===== src/rtl/icache_ctrl.sv =====
`default_nettype none
// ============================================================================
// Module   : icache_ctrl
// Brief    : Direct-mapped, read-only instruction cache controller with
//            16-bit words, 4-word lines and single-request line fill.
// Revision : 1.0  initial release
// ============================================================================
module icache_ctrl #(
    parameter int LINES = 8,
    parameter int IDX_W = 3
) (
    input  logic        clk,
    input  logic        rst,
    input  logic [15:0] i_addr,
    input  logic        i_rd,
    output logic [15:0] instr,
    output logic        stall,
    input  logic        flush,
    output logic [13:0] m_addr,
    output logic        m_re,
    input  logic        m_rdy,
    input  logic [63:0] m_data,
    output logic [15:0] miss_cnt
);

    localparam int TAG_W = 14 - IDX_W;

    typedef enum logic [1:0] {
        IDLE    = 2'd0,
        FILL    = 2'd1,
        INSTALL = 2'd2
    } state_t;

    state_t              state;
    state_t              state_nxt;
    logic [LINES-1:0]    valid;
    logic [TAG_W-1:0]    tag_mem  [LINES];
    logic [63:0]         data_mem [LINES];
    logic [13:0]         lat_addr;
    logic [63:0]         fill_data;

    logic [1:0]          offset;
    logic [IDX_W-1:0]    index;
    logic [TAG_W-1:0]    tag;
    logic [IDX_W-1:0]    lat_idx;
    logic [TAG_W-1:0]    lat_tag;
    logic                hit;
    logic                miss_evt;

    assign offset   = i_addr[1:0];
    assign index    = i_addr[IDX_W+1:2];
    assign tag      = i_addr[15:IDX_W+2];
    assign lat_idx  = lat_addr[IDX_W-1:0];
    assign lat_tag  = lat_addr[13:IDX_W];
    assign hit      = valid[index] && (tag_mem[index] == tag);
    assign miss_evt = (state == IDLE) && i_rd && !hit;

    always_comb begin
        state_nxt = state;
        stall     = 1'b0;
        instr     = 16'h0000;
        m_re      = 1'b0;
        m_addr    = 14'h0000;
        case (state)
            IDLE: begin
                if (i_rd) begin
                    if (hit) begin
                        instr = data_mem[index][{offset, 4'b0000} +: 16];
                    end else begin
                        stall     = 1'b1;
                        state_nxt = FILL;
                    end
                end
            end
            FILL: begin
                stall  = 1'b1;
                m_re   = 1'b1;
                m_addr = lat_addr;
                if (m_rdy) begin
                    state_nxt = INSTALL;
                end
            end
            INSTALL: begin
                stall     = 1'b1;
                state_nxt = IDLE;
            end
            default: begin
                state_nxt = IDLE;
            end
        endcase
    end

    always_ff @(posedge clk or posedge rst) begin
        if (rst) begin
            state     <= IDLE;
            lat_addr  <= 14'h0000;
            fill_data <= 64'h0;
            miss_cnt  <= 16'h0000;
        end else begin
            state <= state_nxt;
            if (miss_evt) begin
                lat_addr <= i_addr[15:2];
                if (miss_cnt != 16'hFFFF) begin
                    miss_cnt <= miss_cnt + 16'h0001;
                end
            end
            if (state == FILL && m_rdy) begin
                fill_data <= m_data;
            end
        end
    end

    // Install is ordered after flush so the line being written stays valid.
    always_ff @(posedge clk or posedge rst) begin
        if (rst) begin
            valid <= '0;
        end else begin
            if (flush) begin
                valid <= '0;
            end
            if (state == INSTALL) begin
                valid[lat_idx] <= 1'b1;
            end
        end
    end

    always_ff @(posedge clk) begin
        if (state == INSTALL) begin
            tag_mem[lat_idx]  <= lat_tag;
            data_mem[lat_idx] <= fill_data;
        end
    end

endmodule
`default_nettype wire


===== config.mk =====
export PLATFORM = sky130hd
export DESIGN_NAME = icache_ctrl
export DESIGN_NICKNAME = d
export VERILOG_FILES = /design/src/rtl/icache_ctrl.sv
export SDC_FILE = /design/constraint.sdc
export NUM_CORES = 1
export LEC_CHECK = 0
export ABC_AREA = 1
export CAP_MARGIN = 10
export CORE_AREA = 2 2 272 274
export CTS_BUF_LIST = sky130_fd_sc_hd__clkbuf_4 sky130_fd_sc_hd__clkbuf_8
export CTS_CLUSTER_SIZE = 8
export DETAILED_ROUTE_END_ITERATION = 10
export DIE_AREA = 0 0 274 276
export MAX_ROUTING_LAYER = met4
export PLACE_DENSITY = 0.64
export REMOVE_ABC_BUFFERS = 1
export SLEW_MARGIN = 20
export SYNTH_ARGS = -nofsm -noshare
export SYNTH_HDL_FRONTEND = slang
export SYNTH_SLANG_ARGS = --single-unit

===== constraint.sdc =====
create_clock -name clk -period 4 [get_ports clk]
set_input_delay 0.6 -clock clk [delete_from_list [all_inputs] [get_ports clk]]
set_output_delay 0.6 -clock clk [all_outputs]
set_load 0.01 [all_outputs]

==> summary.txt, run 1 <==
Synth Area in Compound Gates - 0.0741
Seq/Total Area, Yosys - 0.715
Leading area contributor after synthesis - edfxtp_1
Setup TNS - 0 ns
#FFs+latches synth - 704
Worst hold slack - 0.202 ns
Core area - 72600 sq um
F_max - 0.263 GHz
Slowest CP cell - clkdlybuf4s50_1
Seq. cell area - 20600 sq um
Grt ovf - 0
Worst-path fanout max - 62
Most frequent CP cell - nand2_1
Area growth syn-to-layout - 17.7%
Max Root-Sink Buffers - 3
Sink Count - 704
CP startpoint - i_addr[2]
CTS Buf Count - 112
Startpoint class of the critical path - input port
RSZ-0062 raised after global routing - no
Min-Delay Path Class - in2async
Initial Util - 0.397
Largest net degree at the start of global routing - 85
Area of the multi-input gates - 7100 sq um
Post-synth design cell area - 28800 sq um
First-pass GRT wire length - 114000 um
Layout cells sized above 1 - 0.109
H-tree depth - 3
Synth Area per Inst - 11.5 sq um
Simple-gate share of the synthesized area - 0.164
Tcrit/Tclk final - 0.952
FF-to-FF setup slack - 1.37 ns
FF-to-FF Start - state[0]
CTS tree - done
1st-iter DRT viols - 1706
Clock transition at path regs - 0.06 ns
Run status - completed
Asr flop ratio synth - 0.148
Min Clock Period, post-route - 3.81 ns
DR vias - 19500
Max-cap violation count - 0
FP Rows - 99
Vias in the first global route - 19600
Max IR drop VDD - 0.000339 V
Max-slew headroom at the worst pin - 0.314
Clock Latency Late Sink - 0.73 ns
Setup ws final - 0.192 ns
Avg WL per Cell - 19.9 um
Die Height - 276 um
Prevailing post-synth register cell - edfxtp_1
CP Class - in2out
Final setup fails - 0
Vias/cell - 5.26
Pwr Density - 580 nW/um^2
WP data arrival - 3.21 ns
RePlAce Congestion - 0.891
Root Driver - clkbuf_8
Wirelength, routed - 74100 um
Ranking of synthesized cells by area - edfxtp_1, nand2_1, dfrtp_1
Setup WS pre-CTS - 0.0964 ns
Fin nets - 2751
Pre-Repair DR Iteration Count - 6
Static Leak - 0.0130 uW
YS warnings - 0
R2r endpoint - tag_mem[3][6]
Post-synthesis mux area share - 0
Die width - 274 um
Slew Viols, Final - 0
Main combinational cell family by area after synthesis - simple AND/OR/NAND/NOR gates
Ports - 133
Die footprint - 75600 sq um
Top cell type's share of synthesized area - 0.625
Antenna Nets Post-Route - 0
Buffers on Ports - 132
Syn Inst Count - 2499
Residual DRC count - 0
Worst Reg2Reg Path Length in Cells - 5
Post-synth EDFFs - 600
Slowest Stage Delay on Critical Path - 0.59 ns
DPL Wire Length - 40700 um
Req. time, crit path - 3.40 ns
Fill count - 6534
Antenna violations before repair - 2
Worst-Margin Slew - 1.03 ns
Critical Path End Type - primary output
All-Layer GR Usage - 0.201
Yosys cell types - 35
Fraction of synthesized cell area in xor and xnor cells - 0.00395
Adder-cell share of the synthesized area - 0.00217
Clock skew - 0.0390 ns
Crit-path cells - buf_8, clkinv_8, buf_16, buf_12, a21oi_1, o311ai_1, nand3_1, nand2_1, nand2_1, nor2_1, clkdlybuf4s50_1
Hold Vio Cnt, Final - 0
## final cells by class
class	count	area share
tap	959	0.0354
clock inverter	25	0.00550
clock buffer	184	0.0647
inverter	117	0.0135
timing repair buffer	196	0.0638
sequential	704	0.608
antenna	1	0.0000738
multi-input combinational	1530	0.209
## worst max-delay path, delay by kind of cell
| kind | cells | cell delay [ns] |
|---|---|---|
| buffers and inverters | 5 | 1.47 |
| AND/OR/NAND/NOR | 4 | 0.62 |
| AO/OA/AOI/OAI | 2 | 0.46 |
## state kept, by name, summed over array words and instances (netlist names)
register   cells
lat_addr      14
miss_cnt      16
valid          8
tag_mem       88
fill_data     64
data_mem     512
state          2
## cells in the mapped netlist, types with 4 or more instances
cell type,instances
xor2_1,9
xnor2_1,4
a21oi_1,178
buf_6,10
o22ai_1,8
o21ai_0,14
inv_1,109
inv_2,5
o21ai_1,14
buf_1,13
buf_2,68
o21ai_2,7
a32o_1,21
dfrtp_1,104
nand3b_1,5
o211ai_1,21
nand4_1,5
a22oi_1,32
ha_1,5
nor3_1,8
clkbuf_1,54
edfxtp_1,600
nor2_1,54
nand2_1,917
o311ai_0,43
nand3_1,175
## power by group
part	internal, uW	switching [uW]	total, uW	leakage (uW)
clock network	3540	2800	6340	0.00128
registers	9680	1030	10700	0.00678
logic	921	1710	2630	0.00490
total	14100	5550	19700	0.0130
## layer usage
layer	vias to the layer above	GRT usage	wire length [um]
met1	9601	0.255	30900
met2	739	0.321	35700
met5	-	-	0
met3	156	0.0349	5200
met4	0	0.0783	2280
li1	9040	-	-
## repair_timing
item,4_1_cts,5_1_grt
resized for setup,0,7
hold endpoints to repair,0,0
endpoints found under the setup margin,0,7
buffers inserted,0,3
hold buffers,0,0
## placed cells by master (no fill, tap or decap), drive strengths merged, types with 4 or more instances in the layout
cell / netlist / routed
edfxtp: 600 / 600
o211ai: 21 / 21
buf: 94 / 68
dfrtp: 104 / 104
inv: 115 / 116
o22ai: 8 / 8
xor2: 9 / 9
nand3b: 5 / 5
xnor2: 4 / 4
nor2: 57 / 57
nand4: 5 / 5
ha: 5 / 5
nor3: 8 / 8
a22oi: 32 / 32
a21oi: 178 / 178
a32o: 21 / 21
nand3: 179 / 179
clkbuf: 54 / 184
clkinv: 2 / 24
clkdlybuf4s50: 0 / 128
nand2: 918 / 918
o311ai: 43 / 43
o21ai: 35 / 35
## how the worst max path moves through the flow
stage	to	slack (ns)	cells after the start
after global routing	instr[6]	0.006	12
after CTS	instr[7]	0.05	11
after detailed placement	instr[7]	0.1	11
after global placement	instr[7]	0.09	11
after floorplan	stall	-0.85	16
final	instr[7]	0.19	11
## logic make-up after synthesis
kind of cell / after synthesis
flops: 704
compound gates: 339
buf+inv: 265
fa+ha+maj: 5
xor+xnor: 13
simple gates: 1173
## metrics by stage
stage	std cells	util	cell area, sq um	total power (uW)
global placement	3503	0.434	31500	13400
global route	3716	0.467	33900	20600
finish	3716	0.467	33900	19700
floorplan	2351	-	28100	11900
detailed placement	3503	0.434	31500	13500
CTS	3712	0.466	33900	19900
No activity file was read; power rests on OpenSTA's default activity.
==> run 2, diff against run 1 <==
Settings changed: CELL_PAD_IN_SITES_DETAIL_PLACEMENT from default to 1, CELL_PAD_IN_SITES_GLOBAL_PLACEMENT from default to 1, PLACE_DENSITY 0.64 to 0.76, SETUP_SLACK_MARGIN from default to 0.1.
==> summary.txt, run 2 (synthesis results as in run 1) <==
Ports - 133 (unchanged)
FP Rows - 99 (unchanged)
Int Pwr - 14300 uW (was 14100 uW)
Static Leak - 0.0131 uW (was 0.0130 uW)
Most flops, register - data_mem (unchanged)
RePlAce Congestion - 0.831 (was 0.891)
Area growth syn-to-layout - 18.4% (was 17.7%)
Setup WS pre-CTS - 0.0527 ns (was 0.0964 ns)
Run status - completed (unchanged)
Met1 usage - 0.276 (was 0.255)
Core area - 72600 sq um (unchanged)
Hold Vio Cnt, Final - 0 (unchanged)
Max-slew headroom at the worst pin - 0.322 (was 0.314)
Commonest non-fill, non-tap cell in the layout - nand2_1 (unchanged)
Max Root-Sink Buffers - 3 (unchanged)
Clock power frac - 0.327 (was 0.322)
CTS tree - done (unchanged)
Pwr Density - 589 nW/um^2 (was 580 nW/um^2)
F_max - 0.262 GHz (was 0.263 GHz)
Sink Count - 704 (unchanged)
Clock Latency Late Sink - 0.73 ns (about the same)
Final setup fails - 0 (unchanged)
Clock transition at path regs - 0.06 ns (about the same)
Grt ovf - 0 (unchanged)
Max IR drop VDD - 0.000302 V (was 0.000339 V)
Antenna Nets Post-Route - 0 (unchanged)
Startpoint class of the critical path - flip-flop (was input port)
Vias in the first global route - 21800 (was 19600)
DPL Wire Length - 49100 um (was 40700 um)
Root Driver - clkbuf_8 (unchanged)
Residual DRC count - 0 (unchanged)
Logic pwr share - 0.136 (was 0.134)
First-pass GRT wire length - 128000 um (was 114000 um)
Wirelength, routed - 83700 um (was 74100 um)
CP Class - reg2out (was in2out)
Setup ws final - 0.187 ns (was 0.192 ns)
Fin nets - 2759 (was 2751)
Worst-Margin Slew - 1.02 ns (was 1.03 ns)
Die width - 274 um (unchanged)
Most Crowded Layer GR - met2 (unchanged)
Min Clock Period, post-route - 3.81 ns (about the same)
Die Height - 276 um (unchanged)
Layout cells sized above 1 - 0.117 (was 0.109)
Max reg flops - 512 (unchanged)
Req. time, crit path - 3.40 ns (about the same)
# hold bufs at CTS - 0 (unchanged)
WP data arrival - 3.21 ns (about the same)
Worst hold slack - 0.351 ns (was 0.202 ns)
Slew Viols, Final - 0 (unchanged)
Clock skew - 0.0322 ns (was 0.0390 ns)
Max-cap violation count - 0 (unchanged)
RSZ-0062 raised after global routing - yes (was no)
Initial Util - 0.397 (unchanged)
Die footprint - 75600 sq um (unchanged)
Flop pwr share - 0.537 (was 0.544)
M3 GR Usage - 0.0360 (was 0.0349)
Buffers on Ports - 132 (unchanged)
DR vias - 20000 (was 19500)
Vias/cell - 5.37 (was 5.26)
Worst-path fanout max - 3 (was 62)
CTS Buf Count - 114 (was 112)
Pre-Repair DR Iteration Count - 5 (was 6)
Tcrit/Tclk final - 0.953 (was 0.952)
NetSw - 5800 uW (was 5550 uW)
H-tree depth - 3 (unchanged)
All-Layer GR Usage - 0.227 (was 0.201)
Critical Path End Type - primary output (unchanged)
Min-Delay Path Class - in2reg (was in2async)
Met2 GRT Util - 0.382 (was 0.321)
Largest net degree at the start of global routing - 104 (was 85)
Switch share - 0.288 (was 0.282)
Top Registers - data_mem x512, tag_mem x88, fill_data x64 (unchanged)
1st-iter DRT viols - 1618 (was 1706)
Avg WL per Cell - 22.4 um (was 19.9 um)
Antenna violations before repair - 1 (was 2)
Most frequent cells in the layout - nand2_1, edfxtp_1, a21oi_1 (unchanged)
-- run 2: changes by cell type in the layout (fill, tap and decap cells not counted), sizes merged --
cell	before	now
bufinv	1	2
buf	68	72
inv	116	118
clkbuf	184	195
dlymetal6s2s	0	3
clkdlybuf4s50	128	125
clkinv	24	19
clkinvlp	1	2
-- run 2: layer usage --
metal / share of wire / wire length [um]
met5: 0 / 0
met4: 0.028 / 2340
met1: 0.41 / 34100
met2: 0.51 / 42600
met3: 0.056 / 4660
-- run 2: through the flow --
stage / cell area, sq um / utilization / TNS, ns / total power [uW] / std cells
floorplan: 28100 / - / -291.33 / 11900 / 2351
global placement: 31500 / 0.434 / 0 / 13400 / 3507
detailed placement: 31500 / 0.434 / 0 / 13700 / 3507
CTS: 34000 / 0.468 / 0 / 20200 / 3725
global route: 34100 / 0.470 / 0 / 21000 / 3730
finish: 34100 / 0.470 / 0 / 20100 / 3730
-- run 2: power groups by stage --
stage	sequential, uW	combinational (uW)	clock, uW
finish	10800	2740	6570
detailed placement	10900	2730	0
CTS	10800	2760	6680
global placement	10800	2620	0
global route	11000	3030	6990
floorplan	10500	1440	0
-- run 2: area by class of cell --
class	count	area (sq um)
fillers	7762	38500
flip-flops and latches	704	20600
multi-input cells	1530	7130
repair buffers	202	2260
clock buffers	193	2260
well taps	959	1200
inverters	117	462
clock inverters	24	196
diodes	1	2.50
-- run 2: critical path: stages (launching register included) --
cell,delay [ns]
edfxtp_1,0.39
nand2_1,0.10
nand2_1,0.07
nand2_1,0.06
nand3_1,0.12
nand3b_1,0.18
nand2_1,0.08
inv_1,0.06
nand2_1,0.07
nor2_2,0.14
nand3_4,0.14
buf_12,0.16
nor3_1,0.21
buf_4,0.17
clkdlybuf4s50_1,0.54
-- run 2: path summary, 6_finish.rpt --
path,start,end,slack [ns],cells after the start
min in group asynchronous,rst,fill_data[62],0.38,2
max in group asynchronous,rst,fill_data[61],2.75,3
max reg2reg,miss_cnt[0],miss_cnt[14],1.25,10
max,tag_mem[1][5],instr[11],0.19,14
min reg2reg,miss_cnt[0],miss_cnt[0],0.54,1
min,i_addr[3],lat_addr[1],0.35,3
-- run 2: what timing repair did --
item,in CTS,in global routing
pin swaps,0,2
gates cloned,0,2
hold endpoints to repair,0,0
endpoints found under the setup margin,6,16
buffers inserted,1,2
gates resized for setup,4,19
==> run 3, diff against run 2 <==
Settings changed: GPL_ROUTABILITY_DRIVEN from default to 0, PLACE_DENSITY 0.76 to 0.74.
Clock period 4 ns to 4.74 ns, I/O delays scaled along.
==> summary.txt, run 3 (synthesis results as in run 1) <==
Static Leak - 0.0128 uW (was 0.0131 uW)
DR vias - 19800 (was 20000)
Sink Count - 704 (unchanged)
NetSw - 4850 uW (was 5800 uW)
Int Pwr - 11800 uW (was 14300 uW)
Cell count after placement - 3491 (was 3507)
Pre-Repair DR Iteration Count - 5 (unchanged)
Initial Util - 0.397 (unchanged)
Clock skew - 0.0289 ns (was 0.0322 ns)
Wirelength, routed - 81800 um (was 83700 um)
Residual DRC count - 0 (unchanged)
Min Clock Period, post-route - 4.39 ns
Clock transition at path regs - 0.06 ns (about the same)
Max Root-Sink Buffers - 3 (unchanged)
Clock Latency Late Sink - 0.74 ns (was 0.73 ns)
Largest net degree at the start of global routing - 123 (was 104)
Die Height - 276 um (unchanged)
Worst hold slack - 0.449 ns (was 0.351 ns)
1st-iter DRT viols - 1372 (was 1618)
Ports - 133 (unchanged)
Worst Reg2Reg Path Length in Cells - 8 (was 10)
Worst-path fanout max - 32 (was 3)
Worst-Margin Slew - 1.10 ns (was 1.02 ns)
Die width - 274 um (unchanged)
FF-to-FF Start - state[1] (was miss_cnt[0])
CTS Buf Count - 114 (unchanged)
Most flops, register - data_mem (unchanged)
Die footprint - 75600 sq um (unchanged)
Tcrit/Tclk final - 0.927
Max-cap violation count - 0 (unchanged)
Critical Path End Type - primary output (unchanged)
FP Rows - 99 (unchanged)
F_max - 0.228 GHz
Core area - 72600 sq um (unchanged)
Run status - completed (unchanged)
CP Class - in2out (was reg2out)
Flop pwr share - 0.543 (was 0.537)
Min-Delay Path Class - in2async (was in2reg)
Final setup fails - 0 (unchanged)
All-Layer GR Usage - 0.223 (was 0.227)
Switch share - 0.291 (was 0.288)
RSZ-0062 raised after global routing - no (was yes)
Area growth syn-to-layout - 16.6% (was 18.4%)
Startpoint class of the critical path - input port (was flip-flop)
DPL Wire Length - 46100 um (was 49100 um)
Non-Filler Instances - 3706 (was 3730)
Most frequent cells in the layout - nand2_1, edfxtp_1, a21oi_1 (unchanged)
Setup Fix Bufs, Post-CTS - 0 (was 1)
Fin nets - 2738 (was 2759)
Max reg flops - 512 (unchanged)
Layout cells sized above 1 - 0.0998 (was 0.117)
Antenna Nets Post-Route - 0 (unchanged)
WP data arrival - 3.68 ns (was 3.21 ns)
Grt ovf - 0 (unchanged)
R2r endpoint - fill_data[43] (was miss_cnt[14])
Max-slew headroom at the worst pin - 0.265 (was 0.322)
Req. time, crit path - 4.03 ns (was 3.40 ns)
Buffers on Ports - 132 (unchanged)
Commonest non-fill, non-tap cell in the layout - nand2_1 (unchanged)
Slew Viols, Final - 0 (unchanged)
Vias in the first global route - 21700 (was 21800)
Clock power frac - 0.320 (was 0.327)
Antenna violations before repair - 1 (unchanged)
Fin util - 0.463 (was 0.470)
FF-to-FF setup slack - 1.93 ns (was 1.25 ns)
CTS tree - done (unchanged)
Max IR drop VDD - 0.000282 V (was 0.000302 V)
Top Registers - data_mem x512, tag_mem x88, fill_data x64 (unchanged)
H-tree depth - 3 (unchanged)
Avg WL per Cell - 22.1 um (was 22.4 um)
Pwr Density - 497 nW/um^2 (was 589 nW/um^2)
First-pass GRT wire length - 126000 um (was 128000 um)
Vias/cell - 5.35 (was 5.37)
Hold Vio Cnt, Final - 0 (unchanged)
Root Driver - clkbuf_8 (unchanged)
Logic pwr share - 0.137 (was 0.136)
Setup TNS - 0 ns (unchanged)
==> run 3: cell types whose count changed in the layout (fill, tap and decap cells not counted), sizes merged, moves of 2 or more <==
cell,before,now
clkbuf,195,175
buf,72,54
clkinv,19,37
dlymetal6s2s,3,0
clkdlybuf4s50,125,127
==> run 3: worst max-delay path, cell delays in order <==
cell and delay (ns):
buf_8 0.23, buf_4 0.35, nor2_1 0.09, nor2_1 0.10, o21ai_1 0.07, nand3_1 0.16, nand2_1 0.08, nand2_1 0.10
nand3_1 0.09, nor2_2 0.16, nand3_4 0.31, nor3_1 0.56, clkdlybuf4s50_1 0.63
==> run 3: worst max-delay path by stage <==
stage | startpoint | to | slack [ns] | depth (start not counted)
final | i_addr[2] | instr[11] | 0.35 | 13
after CTS | i_addr[3] | instr[11] | 0.24 | 12
after global placement | i_addr[3] | instr[11] | 0.33 | 11
after detailed placement | i_addr[3] | instr[11] | 0.30 | 12
after floorplan | i_addr[2] | stall | -0.33 | 16
after global routing | i_addr[2] | instr[11] | 0.15 | 9
==> run 3: stage by stage <==
| step | setup WS [ns] | total power, uW | area, sq um |
|---|---|---|---|
| floorplan | -0.332 | 10100 | 28100 |
| global placement | 0.332 | 11300 | 31200 |
| detailed placement | 0.299 | 11500 | 31300 |
| CTS | 0.243 | 16800 | 33600 |
| global route | 0.146 | 17400 | 33600 |
| finish | 0.346 | 16700 | 33600 |
==> run 3: cell type report <==
cell class                      instances  area (sq um)
Fill cell                            7764         39000
Sequential cell                       704         20600
Multi-Input combinational cell       1530          7100
Clock buffer                          175          2110
Timing Repair Buffer                  181          1880
Tap cell                              959          1200
Inverter                              117           462
Clock inverter                         39           223
Antenna cell                            1          2.50
==> run 3: power groups by stage <==
| stage | logic, uW | clock network [uW] | registers [uW] |
|---|---|---|---|
| after CTS | 2320 | 5440 | 9080 |
| after global placement | 2200 | 0 | 9080 |
| after global routing | 2540 | 5700 | 9200 |
| final | 2280 | 5340 | 9060 |
| after floorplan | 1210 | 0 | 8860 |
| after detailed placement | 2300 | 0 | 9190 |
==> run 3: layer usage <==
metal | up-vias | global-route usage | part of all wire
li1 | 9021 | - | -
met1 | 10100 | 0.274 | 0.42
met2 | 582 | 0.371 | 0.50
met3 | 163 | 0.0363 | 0.053
met4 | 0 | 0.0804 | 0.028
met5 | - | - | 0
==> run 3: repair_timing <==
action | 4_1_cts | 5_1_grt
hold buffers | 0 | 0
resized for setup | 0 | 2
setup endpoints to repair | 0 | 1
